`src/rtl/uart_pkg.sv`:
```
// Shared constants and FSM encoding for the bamse UART receiver port.
package uart_pkg;

    localparam int unsigned CPB_W              = 12;
    localparam int unsigned DATA_BITS          = 8;
    localparam int unsigned BIT_IDX_W          = $clog2(DATA_BITS);
    localparam int unsigned CLK_PER_BIT_MIN    = 4;
    localparam int unsigned UART_RX_FIFO_DEPTH = 4;

    typedef enum logic [1:0] {
        ST_IDLE  = 2'd0,
        ST_START = 2'd1,
        ST_DATA  = 2'd2,
        ST_STOP  = 2'd3
    } rx_state_e;

endpackage

```
`src/rtl/uart_rx_fifo.sv`:
```
// Synchronous circular FIFO with registered full/empty flags; head word is read combinationally.
module uart_rx_fifo #(
    parameter int unsigned DEPTH = 4,
    parameter int unsigned WIDTH = 8
) (
    input  logic             clk,
    input  logic             rst_n,
    input  logic             i_wr,
    input  logic [WIDTH-1:0] i_wdata,
    input  logic             i_rd,
    output logic [WIDTH-1:0] o_rdata,
    output logic             o_full,
    output logic             o_empty
);

    localparam int unsigned AW = (DEPTH > 1) ? $clog2(DEPTH) : 1;
    localparam int unsigned CW = AW + 1;

    logic [WIDTH-1:0] r_mem [DEPTH];
    logic [AW-1:0]    r_wr_ptr;
    logic [AW-1:0]    r_rd_ptr;
    logic [CW-1:0]    r_count;
    logic [CW-1:0]    w_count_nxt;
    logic             r_full;
    logic             r_empty;
    logic             w_do_wr;
    logic             w_do_rd;

    // A write into a full FIFO is allowed only when the head leaves in the same cycle.
    assign w_do_rd = i_rd && !r_empty;
    assign w_do_wr = i_wr && (!r_full || w_do_rd);

    always_comb begin
        w_count_nxt = r_count;
        if (w_do_wr && !w_do_rd) begin
            w_count_nxt = r_count + CW'(1);
        end else if (w_do_rd && !w_do_wr) begin
            w_count_nxt = r_count - CW'(1);
        end
    end

    always_ff @(posedge clk or negedge rst_n) begin
        if (!rst_n) begin
            for (int i = 0; i < int'(DEPTH); i++) begin
                r_mem[i] <= '0;
            end
            r_wr_ptr <= '0;
            r_rd_ptr <= '0;
            r_count  <= '0;
            r_full   <= 1'b0;
            r_empty  <= 1'b1;
        end else begin
            if (w_do_wr) begin
                r_mem[r_wr_ptr] <= i_wdata;
                r_wr_ptr        <= r_wr_ptr + AW'(1);
            end
            if (w_do_rd) begin
                r_rd_ptr <= r_rd_ptr + AW'(1);
            end
            r_count <= w_count_nxt;
            r_full  <= (w_count_nxt == CW'(DEPTH));
            r_empty <= (w_count_nxt == '0);
        end
    end

    assign o_rdata = r_mem[r_rd_ptr];
    assign o_full  = r_full;
    assign o_empty = r_empty;

endmodule

```
`src/rtl/uart_rx_port.sv`:
```
// 8N1 UART receiver for the PicoBlaze port space with sticky framing/overrun flags.
// Define UART_RX_FIFO_EN to buffer bytes in a FIFO instead of a single holding register.
module uart_rx_port
    import uart_pkg::*;
(
    input  logic        clk,
    input  logic        rst_n,
    input  logic [11:0] i_Clk_per_bit,
    input  logic        i_RX_Serial,
    input  logic        i_rd,
    input  logic        i_clr_err,
    output logic [7:0]  o_RX_Byte,
    output logic        o_data_avail,
    output logic        o_RX_DV,
    output logic        o_RX_Active,
    output logic        o_frame_err,
    output logic        o_overrun
);

    rx_state_e            r_state;
    rx_state_e            w_state_nxt;
    logic                 r_sync1;
    logic                 r_sync2;
    logic [CPB_W-1:0]     r_cnt;
    logic [CPB_W-1:0]     w_cnt_nxt;
    logic [CPB_W-1:0]     r_n;
    logic [CPB_W-1:0]     w_n_nxt;
    logic [CPB_W-1:0]     w_n_m1;
    logic [CPB_W-1:0]     w_half_m1;
    logic [BIT_IDX_W-1:0] r_bit;
    logic [BIT_IDX_W-1:0] w_bit_nxt;
    logic [DATA_BITS-1:0] r_shift;
    logic [DATA_BITS-1:0] w_shift_nxt;
    logic                 w_push;
    logic                 w_frame_set;
    logic                 w_accept;
    logic                 w_ovr_set;
    logic                 r_dv;
    logic                 r_active;
    logic                 r_frame_err;
    logic                 r_overrun;

    assign w_n_m1    = r_n - CPB_W'(1);
    assign w_half_m1 = (r_n >> 1) - CPB_W'(1);

    always_ff @(posedge clk or negedge rst_n) begin
        if (!rst_n) begin
            r_sync1 <= 1'b1;
            r_sync2 <= 1'b1;
        end else begin
            r_sync1 <= i_RX_Serial;
            r_sync2 <= r_sync1;
        end
    end

    always_ff @(posedge clk or negedge rst_n) begin
        if (!rst_n) begin
            r_state  <= ST_IDLE;
            r_cnt    <= '0;
            r_n      <= '0;
            r_bit    <= '0;
            r_shift  <= '0;
            r_active <= 1'b0;
        end else begin
            r_state  <= w_state_nxt;
            r_cnt    <= w_cnt_nxt;
            r_n      <= w_n_nxt;
            r_bit    <= w_bit_nxt;
            r_shift  <= w_shift_nxt;
            r_active <= (w_state_nxt != ST_IDLE);
        end
    end

    // Bit timing: start bit checked at mid-bit, data/stop sampled one full bit period apart.
    always_comb begin
        w_state_nxt = r_state;
        w_cnt_nxt   = r_cnt + CPB_W'(1);
        w_n_nxt     = r_n;
        w_bit_nxt   = r_bit;
        w_shift_nxt = r_shift;
        w_push      = 1'b0;
        w_frame_set = 1'b0;
        unique case (r_state)
            ST_IDLE: begin
                w_cnt_nxt = '0;
                if (!r_sync2) begin
                    w_n_nxt     = (i_Clk_per_bit < CPB_W'(CLK_PER_BIT_MIN)) ?
                                  CPB_W'(CLK_PER_BIT_MIN) : i_Clk_per_bit;
                    w_bit_nxt   = '0;
                    w_state_nxt = ST_START;
                end
            end
            ST_START: begin
                if (r_cnt == w_half_m1) begin
                    w_cnt_nxt   = '0;
                    w_state_nxt = r_sync2 ? ST_IDLE : ST_DATA;
                end
            end
            ST_DATA: begin
                if (r_cnt == w_n_m1) begin
                    w_cnt_nxt   = '0;
                    w_shift_nxt = {r_sync2, r_shift[DATA_BITS-1:1]};
                    w_bit_nxt   = r_bit + BIT_IDX_W'(1);
                    if (r_bit == BIT_IDX_W'(DATA_BITS - 1)) begin
                        w_state_nxt = ST_STOP;
                    end
                end
            end
            ST_STOP: begin
                if (r_cnt == w_n_m1) begin
                    w_cnt_nxt   = '0;
                    w_state_nxt = ST_IDLE;
                    if (r_sync2) begin
                        w_push = 1'b1;
                    end else begin
                        w_frame_set = 1'b1;
                    end
                end
            end
            default: begin
                w_state_nxt = ST_IDLE;
            end
        endcase
    end

`ifdef UART_RX_FIFO_EN
    logic       w_full;
    logic       w_empty;
    logic       w_pop;
    logic [7:0] w_head;

    assign w_pop     = i_rd && !w_empty;
    assign w_accept  = w_push && (!w_full || w_pop);
    assign w_ovr_set = w_push && w_full && !w_pop;

    uart_rx_fifo #(
        .DEPTH (UART_RX_FIFO_DEPTH),
        .WIDTH (DATA_BITS)
    ) u_fifo (
        .clk     (clk),
        .rst_n   (rst_n),
        .i_wr    (w_accept),
        .i_wdata (r_shift),
        .i_rd    (w_pop),
        .o_rdata (w_head),
        .o_full  (w_full),
        .o_empty (w_empty)
    );

    assign o_RX_Byte    = w_head;
    assign o_data_avail = !w_empty;
`else
    logic [7:0] r_hold;
    logic       r_avail;

    // A read in the same cycle frees the register, so the new byte replaces the old one.
    assign w_accept  = w_push && (!r_avail || i_rd);
    assign w_ovr_set = w_push && r_avail && !i_rd;

    always_ff @(posedge clk or negedge rst_n) begin
        if (!rst_n) begin
            r_hold  <= '0;
            r_avail <= 1'b0;
        end else if (w_accept) begin
            r_hold  <= r_shift;
            r_avail <= 1'b1;
        end else if (i_rd) begin
            r_avail <= 1'b0;
        end
    end

    assign o_RX_Byte    = r_hold;
    assign o_data_avail = r_avail;
`endif

    // Sticky flags: a new error wins over a same-cycle clear.
    always_ff @(posedge clk or negedge rst_n) begin
        if (!rst_n) begin
            r_dv        <= 1'b0;
            r_frame_err <= 1'b0;
            r_overrun   <= 1'b0;
        end else begin
            r_dv <= w_accept;
            if (w_frame_set) begin
                r_frame_err <= 1'b1;
            end else if (i_clr_err) begin
                r_frame_err <= 1'b0;
            end
            if (w_ovr_set) begin
                r_overrun <= 1'b1;
            end else if (i_clr_err) begin
                r_overrun <= 1'b0;
            end
        end
    end

    assign o_RX_DV     = r_dv;
    assign o_RX_Active = r_active;
    assign o_frame_err = r_frame_err;
    assign o_overrun   = r_overrun;

endmodule
```
`config.mk`:
```
export PLATFORM = sky130hd
export DESIGN_NAME = uart_rx_port
export DESIGN_NICKNAME = d
export VERILOG_FILES = /design/src/rtl/uart_pkg.sv /design/src/rtl/uart_rx_fifo.sv /design/src/rtl/uart_rx_port.sv
export SDC_FILE = /design/constraint.sdc
export NUM_CORES = 1
export LEC_CHECK = 0
export ABC_AREA = 1
export BUFFER_PORTS_ARGS = -buffer_cell sky130_fd_sc_hd__buf_2
export CORE_AREA = 2 2 87 89
export CTS_CLUSTER_SIZE = 28
export DETAILED_ROUTE_END_ITERATION = 10
export DIE_AREA = 0 0 89 91
export SYNTH_ARGS = -nofsm -noshare
export SYNTH_HDL_FRONTEND = slang
export SYNTH_HIERARCHICAL = 1
export SYNTH_SLANG_ARGS = --single-unit
```
`constraint.sdc`:
```
create_clock -name clk -period 2.15 [get_ports clk]
set_input_delay 0.215 -clock clk [delete_from_list [all_inputs] [get_ports clk]]
set_output_delay 0.215 -clock clk [all_outputs]
set_load 0.02 [all_outputs]
```
==> run metrics <==
status completed; Critical path buffers and inverters 3; Critical Path Fanout Max 8; Initial DRC Count 122; Port Buf Inserts 29; Critical Path Max Stage Delay 0.40 ns; drt total wl 7.170 mm; leak pwr 1.881 nW; Final Setup Violations 0; Die H roughly 91 µm; Max Fclk slightly below 500 MHz; ant diodes 0; sequential share of the synthesized area 0.4170; final RePlAce weighted congestion 0.8648; CP max stage cell dfrtp_1; WHS around 0.096 ns; commonest non-fill, non-tap cell in the layout nand2_1; DR DRC count 0; final antenna-violating net count 0; share of layout cells above drive strength 1 0.2246; synth unique cells 36; actual slew at the worst max-slew pin 0.5780 ns; share of the synthesized area in the top cell type 0.4002; Reg2Reg Setup Slack approximately 0.1 ns; Mapped Avg Cell Area 7.498 µm²; Max clock buf depth 2; HP Class primary input to flop; clock period minus worst slack 2.047 ns; clk_lat worst skew 0.31 ns; Net Sw Frac 0.4500; clock sink count 52; Yosys warnings 6; Post-DP HPWL 5.453 mm; die width 89 µm; Starting Density 0.4381; skew final between 0.006 and 0.007 ns; Worst VDD drop about 0.65 mV; Flop pwr share 0.352; Cell Area, Placed roughly 3500 µm²; gr usage total 0.1926; RR Endpoint o_RX_Byte[2]; sw power 1.855 mW; Yosys top cell by area dfrtp_1; Top cell by count, worst path nand2_1; reg-to-reg startpoint r_n[2]; top post-synthesis cells by area dfrtp_1 40%, nand2_1 18%, inv_1 5.0%, nand3_1 4.8%, xor2_1 4.2%; vias 2690; core footprint 7137 µm²; Final Power 4.123 mW; Rows 31; initial antenna violation count 0; Syn Std Cell Area 3127 µm²; largest net degree at the start of global routing 31; Hold Vio Cnt, Final 0; register bit total from synthesis 52; Hold Path Cell Cnt 2; WP data arrival 2.26 ns; CP top delay family simple AND/OR/NAND/NOR gates; Comb power frac 0.508; Worst-path clk slew 0.10 ns; TritonCTS Buffers 5; die area 8099 µm²; first drt pass iteration count 4; critical path class flop to flop; Mapped Cells roughly 420; Final #Nets 484; Fillers around 730; Final period util 0.9521; hold worst-path end o_frame_err; Rel. slew slack 0.6147; area taken by multi-input logic gates 1672 µm²; setup TNS 0 ns; Overflow after GRT 0; critical path launch point type flop; IO Count 30; Area growth syn-to-layout 18.73%; vias in the first global route 2554; CTS tree done; crit-path cells buf_4, nor2_4, nand2_2, nor2_2, nand2_1, xor2_1, inv_1, nor2_4, nand2_4, inv_4, nand4_4, nand2_1, nand2_1; design area 3712 µm²; Final Slew Violations 0; RSZ-0062 raised after global routing yes; H-tree depth 2; Power Dens Cells 1111 nW/µm²; CP endpoint kind flop; critical hold path startpoint i_clr_err; most frequent cells in the layout 137 x nand2_1, 47 x dfrtp_1, 39 x inv_1; Root Driver clkbuf_8; global-route wire length before repair approximately 12 mm; Reg area roughly 1300 µm²; DR vias/cell roughly 4.8; Max Cap Violations 0; Post-Syn Nets 439; Internal Power between 2 and 2.5 mW; worst endpoint required time 2.36 ns; WL/cell 12.76 µm; Clock Power Share 0.140; Worst R2R Path Depth 13
worst max-delay path by stage:
stage,start,endpoint,slack [ns],cells after the start
4_1_cts,r_n[1],o_RX_Active,0.02,15
3_5_place_dp,r_n[1],o_RX_Active,-0.05,15
5_1_grt,r_n[1],o_RX_Byte[4],-0.08,15
6_report,r_n[2],o_RX_Byte[2],0.10,13
2_1_floorplan,r_n[1],o_RX_Byte[0],0.16,15
3_3_place_gp,r_n[1],o_RX_Active,0.009,15
cell type report:
cell class / instances / share of cell area
Inverter: 46 / 0.04786
Multi-Input combinational cell: 309 / 0.4503
Timing Repair Buffer: 48 / 0.09235
Clock buffer: 6 / 0.01955
Sequential cell: 52 / 0.3522
Clock inverter: 2 / 0.004382
Tap cell: 99 / 0.03337
routing by layer:
layer / vias to the layer above / part of all wire / global-route usage / wire, µm
li1: 1397 / - / - / -
met1: 1250 / 0.52 / 0.3068 / 3706
met2: 35 / 0.44 / 0.2743 / 3158
met3: 8 / 0.027 / 0.03000 / 192
met4: 0 / 0.015 / 0.04104 / 111
met5: - / 0 / 0 / 0
logic make-up (layout without fill, tap and decap cells):
logic type | after synthesis | after routing | synth area share
AO/OA/AOI/OAI | 39 | 39 | 0.06523
buffers and inverters | 56 | 102 | 0.07563
AND/OR/NAND/NOR | 243 | 243 | 0.3605
flip-flops | 52 | 52 | 0.4170
XOR/XNOR | 22 | 22 | 0.06163
adder cells (fa/ha/maj) | 5 | 5 | 0.02001
what timing repair did:
item / in CTS / in global routing
hold endpoints to repair: 23 / 0
pin swaps: 2 / 6
setup buffers: 0 / 5
setup endpoints to repair: 34 / 36
resized for setup: 3 / 26
hold buffers: 2 / 0
synthesized netlist by cell type, drive strengths merged:
master,count
or2,2
nand2,151
dfstp,2
nand3,33
buf,7
nor3,4
a21oi,13
nor2,45
ha,5
dfrtp,50
xnor2,7
a21o,1
nand4,4
nand3b,2
clkbuf,3
nor4,2
a21boi,1
xor2,15
o22ai,3
clkinv,1
o21ai,21
inv,45
flip-flops by register name, summed over array words and instances, names as in the netlist:
signal,cells
o_data_avail,1
r_sync2,1
r_cnt,12
o_frame_err,1
o_RX_Byte,8
r_bit,3
o_RX_Active,1
r_sync1,1
r_n,12
o_overrun,1
r_shift,8
o_RX_DV,1
r_state,2
power groups by stage:
stage	combinational, mW	sequential [mW]	clock [mW]
6_report	2.09	1.45	0.578
5_1_grt	2.37	1.49	0.634
4_1_cts	1.94	1.44	0.600
3_5_place_dp	1.89	1.45	0
3_3_place_gp	1.86	1.45	0
2_1_floorplan	1.43	1.36	0
through the flow:
| step | util | setup WS [ns] | std cells |
|---|---|---|---|
| 2_1_floorplan | - | 0.1609 | 417 |
| 3_3_place_gp | 0.4869 | 0.008543 | 547 |
| 3_5_place_dp | 0.4869 | -0.05309 | 547 |
| 4_1_cts | 0.5046 | 0.02143 | 557 |
| 5_1_grt | 0.5202 | -0.07861 | 562 |
| 6_report | 0.5202 | 0.1029 | 562 |
worst register-to-register path: cells and delay by family (launching register included):
family,cells,cell delay [ns]
XOR/XNOR,1,0.16
buffers and inverters,3,0.32
flip-flops,1,0.40
AND/OR/NAND/NOR,9,1.06
(Power assumes the default switching activity.)
